## src/rtl/mean_seq_neuron.sv

```systemverilog
`default_nettype none
// +--------------------------------------------------------------------------+
// | mean_seq_neuron: serial weighted-sum neuron, C = B + sum(X_i ? W_i : 0)  |
// | Optional clipping of C_OUT to W bits when SAT_EN is defined.             |
// | Revision: 1.0                                                            |
// +--------------------------------------------------------------------------+
module mean_seq_neuron #(
  parameter int N_IN = 9,
  parameter int W    = 20
) (
  input  logic              clk,
  input  logic              rst_n,
  input  logic              in_valid,
  output logic              in_ready,
  input  logic [N_IN-1:0]   X,
  input  logic [N_IN*W-1:0] WM,
  input  logic [W-1:0]      B_IN,
  output logic              out_valid,
  input  logic              out_ready,
  output logic [W-1:0]      C_OUT,
  output logic              SAT_FLAG
);

  localparam int AW = W + $clog2(N_IN + 1);
  localparam int IW = (N_IN > 1) ? $clog2(N_IN) : 1;
  localparam logic [IW-1:0] LAST_IDX = IW'(N_IN - 1);

  typedef enum logic [1:0] {
    IDLE = 2'd0,
    ACC  = 2'd1,
    DONE = 2'd2
  } state_t;

  state_t          state_q;
  logic [N_IN-1:0] x_q;
  logic [W-1:0]    w_q [N_IN];
  logic [AW-1:0]   acc_q;
  logic [IW-1:0]   idx_q;
  logic            in_ready_q;
  logic            out_valid_q;
  logic [W-1:0]    c_q;
  logic            sat_q;

  logic [W-1:0]    w_sel;
  logic [AW-1:0]   term;
  logic [AW-1:0]   sum_d;
  logic [W-1:0]    res_d;
  logic            sat_d;

  assign w_sel = w_q[idx_q];
  assign term  = x_q[idx_q] ? {{(AW-W){w_sel[W-1]}}, w_sel} : '0;
  assign sum_d = acc_q + term;

`ifdef SAT_EN
  // Overflow of the W-bit result iff the bits above the W-bit sign disagree.
  logic [AW-W:0] hi;
  assign hi = sum_d[AW-1:W-1];

  always_comb begin
    res_d = sum_d[W-1:0];
    sat_d = 1'b0;
    if (!((&hi) || (~|hi))) begin
      sat_d = 1'b1;
      res_d = sum_d[AW-1] ? {1'b1, {(W-1){1'b0}}} : {1'b0, {(W-1){1'b1}}};
    end
  end
`else
  assign res_d = sum_d[W-1:0];
  assign sat_d = 1'b0;
`endif

  always_ff @(posedge clk or negedge rst_n) begin
    if (!rst_n) begin
      state_q     <= IDLE;
      x_q         <= '0;
      for (int i = 0; i < N_IN; i++) w_q[i] <= '0;
      acc_q       <= '0;
      idx_q       <= '0;
      in_ready_q  <= 1'b1;
      out_valid_q <= 1'b0;
      c_q         <= '0;
      sat_q       <= 1'b0;
    end else begin
      case (state_q)
        IDLE: begin
          if (in_valid && in_ready_q) begin
            x_q <= X;
            for (int i = 0; i < N_IN; i++) w_q[i] <= WM[i*W +: W];
            acc_q      <= {{(AW-W){B_IN[W-1]}}, B_IN};
            idx_q      <= '0;
            in_ready_q <= 1'b0;
            state_q    <= ACC;
          end
        end
        ACC: begin
          acc_q <= sum_d;
          idx_q <= idx_q + IW'(1);
          if (idx_q == LAST_IDX) begin
            c_q         <= res_d;
            sat_q       <= sat_d;
            out_valid_q <= 1'b1;
            state_q     <= DONE;
          end
        end
        DONE: begin
          if (out_ready) begin
            out_valid_q <= 1'b0;
            in_ready_q  <= 1'b1;
            state_q     <= IDLE;
          end
        end
        default: state_q <= IDLE;
      endcase
    end
  end

  assign in_ready  = in_ready_q;
  assign out_valid = out_valid_q;
  assign C_OUT     = c_q;
  assign SAT_FLAG  = sat_q;

endmodule
`default_nettype wire

```

## config.mk

```make
export PLATFORM = sky130hd
export DESIGN_NAME = mean_seq_neuron
export DESIGN_NICKNAME = d
export VERILOG_FILES = /design/src/rtl/mean_seq_neuron.sv
export SDC_FILE = /design/constraint.sdc
export NUM_CORES = 1
export LEC_CHECK = 0
export ABC_AREA = 1
export ABC_CLOCK_PERIOD_IN_PS = 2790
export BUFFER_PORTS_ARGS = -buffer_cell sky130_fd_sc_hd__buf_2
export CORE_MARGIN = 1.5
export CORE_UTILIZATION = 50
export DETAILED_ROUTE_END_ITERATION = 7
export PLACE_DENSITY = 0.82
export SETUP_SLACK_MARGIN = 0.5
export SKIP_CTS_REPAIR_TIMING = 1
export SLEW_MARGIN = 10
export SYNTH_ARGS = -nofsm -noshare
export SYNTH_HDL_FRONTEND = slang
export SYNTH_SLANG_ARGS = --single-unit
```

## constraint.sdc

```tcl
create_clock -name clk -period 2.79 [get_ports clk]
set_clock_uncertainty 0.1 [all_clocks]
set_input_delay 0.279 -clock clk [delete_from_list [all_inputs] [get_ports clk]]
set_output_delay 0.279 -clock clk [all_outputs]
set_load 0.01 [all_outputs]
```

==> flow_summary.json <==
{
  "io_pins": 236,
  "crit_type": "reg -> reg",
  "power_density_nw_per_um2": 1290,
  "reg2reg_to": "acc_q[6]",
  "final_area_um2": 17800,
  "final.period_utilization_pct": 112,
  "clockBufferDepth": 3,
  "drv_cap": 0,
  "core-area_um2": 23500,
  "status": "complete, but fails checks",
  "initial_core_util_pct": 51.1,
  "cts.clk_slew.worst_paths_ps": 60,
  "first_pass_iters": 8,
  "crit_path_start_kind": "register",
  "viasPerCell": 5.74,
  "die_x_um": 158,
  "drive_above_1_share_pct": 25.4,
  "netlist_top_cells_area": "dfrtp_1 49%, nand2_1 24%, o21ai_0 3.9%, nor2_1 3.2%, nand3_1 3.0%",
  "rsz0062_at_grt": "yes",
  "portBuffers": 234,
  "ys_seq_elements": 237,
  "failed_checks": "DRC, hold timing, setup timing",
  "worstMarginPinSlew_ps": 881,
  "pre_cts_ws_ps": -288,
  "final_cell_mix": "748 x nand2_1, 235 x dfrtp_1, 233 x buf_2, 207 x dlygate4sd3_1, 119 x buf_4",
  "antenna_left": 0,
  "wl_um": 48600,
  "ir_drop_mv": 0.803,
  "grt_start_max_net_pins": 172,
  "layout_commonest_cell": "nand2_1",
  "endpoint": "acc_q[6]",
  "final_hold_viol_count": 1,
  "crit-reg2reg-launch": "idx_q[0]",
  "drc_errors": 5,
  "syn_inst": 1582,
  "dr_total_vias": 14000,
  "clock-sinks": 237,
  "reg2reg_slack_ps": -320,
  "place_inst": 2164,
  "synth.distinct_cells": 39,
  "async_reset_ff_share_pct": 100,
  "synth_nets": 1817,
  "worstHoldPathType": "in -> reg",
  "dr.first_iter.drc_count": 1721,
  "holdPathStages": 4,
  "timing.setup.tns_ps": -8090,
  "whs_ps": -36.4,
  "syn_to_final_growth_pct": 48.2,
  "p_leak_nw": 9.28,
  "grt_antenna_before_repair": 1,
  "final_util_pct": 75.7,
  "clk_latency_ps": 560,
  "drt-wirelength-per-cell_um": 20.0,
  "crit_required_ps": 3110,
  "die_area_um2": 25000,
  "worst_slack_ps": -323,
  "placementRows": 56,
  "period_needed_ps": 3110,
  "ctsRootBufferMaster": "clkbuf_16",
  "grt_pass1_vias": 11400,
  "syn_area_um2": 12000,
  "synth.avg_cell_area_um2": 7.60,
  "die_h_um": 158,
  "grt_overflow": 0,
  "setup_viol": 33,
  "cp-end-kind": "register",
  "startpoint": "idx_q[0]",
  "ctsHtreeMaxLevel": 1,
  "clock.fmax_ghz": 0.321,
  "grt_pass1_wl_um": 58500,
  "yosysWarnings": 0,
  "nets": 2328,
  "gp_congestion": 0.921,
  "grt.total_usage_pct": 30.1,
  "worstRegToRegCells": 17,
  "hpwlAfterDp_um": 27200,
  "ys.flop_type": "dfrtp_1",
  "ys_seq_area_share_pct": 49.3,
  "path_max_fanout": 24,
  "max-slew-margin-rel_pct": 41.3,
  "cts_buffers": 25,
  "final_cells": 2432,
  "synth_top_area_share_pct": 49.1,
  "yosysTopAreaCell": "dfrtp_1",
  "total_power_mw": 23.1,
  "cts_tree": "done",
  "worstPathArrival_ps": 3440,
  "slew_violations": 0,
  "placed_area_um2": 14400,
  "synth-edff-count": 0
}
[power breakdown]
group          internal, mW  switching, mW  leakage, nW
Sequential             5.04           1.25         2.96
Clock                  2.08           1.48        0.435
Combinational          5.76           7.45         5.89
[flip-flops by register name, indices dropped and copies added (netlist names)]
register	count
C_OUT	20
acc_q	20
idx_q	4
in_ready	1
out_valid	1
state_q	2
w_q	180
x_q	9
[metal layers]
| layer | track usage (%) | vias to the layer above | part of all wire, % |
|---|---|---|---|
| met1 | 40.5 | 6491 | 36 |
| met2 | 49.9 | 1094 | 47 |
| met4 | 11.7 | 0 | 7.2 |
| met3 | 3.70 | 321 | 9.3 |
| met5 | 0 | - | 0 |
| li1 | - | 6056 | - |
[cells in the mapped netlist (7+ instances only)]
library cell  number
nand2_1          763
dfrtp_1          236
nor2_1           104
o21ai_0           94
inv_1             72
nand3_1           72
clkbuf_1          29
o221ai_1          29
buf_2             25
ha_1              21
buf_4             20
o22ai_1           16
a21oi_1           15
buf_6             13
o211ai_1          12
o21ai_1           10
xor2_1             7
[cells by family (layout without fill, tap and decap cells)]
kind of cell	count (synthesis)	in the layout	share of synthesized area [%]
and+or+nand+nor	955	956	31.1
DFF	237	237	49.3
AOI/OAI and AO/OA	189	189	9.49
buffers and inverters	167	696	6.94
adders and majority gates	22	22	2.35
xor gates and xnor gates	11	11	0.801
other	1	2	0.0312
[layout make-up]
type / instances / area (um2)
Antenna cell: 1 / 2.50
Clock buffer: 37 / 761
Clock inverter: 9 / 116
Fill cell: 1516 / 5720
Inverter: 77 / 307
Multi-Input combinational cell: 1179 / 5910
Sequential cell: 237 / 5930
Tap cell: 319 / 399
Timing Repair Buffer: 573 / 4400
[worst min path at each step]
stage | slack [ps] | startpoint | to
after floorplan | -120 | rst_n | C_OUT[0]
after global placement | 180 | rst_n | w_q[142]
after detailed placement | 180 | rst_n | w_q[142]
after CTS | -390 | rst_n | w_q[142]
after global routing | 20 | B_IN[18] | acc_q[18]
final | -40 | B_IN[18] | acc_q[18]
[worst max-delay path, stage by stage (launching register included)]
cell and delay (ps):
dfrtp_2 490, clkinv_8 110, buf_12 170, o21ai_0 230, o22ai_2 120, o211ai_1 270, nand2_1 120, nand2_1 110
inv_1 80, ha_4 240, a21oi_2 170, nand2_2 100, a21boi_4 170, buf_4 140, xor2_2 150, nand2_1 70
o221ai_1 80, inv_1 70
(Power assumes the default switching activity.)
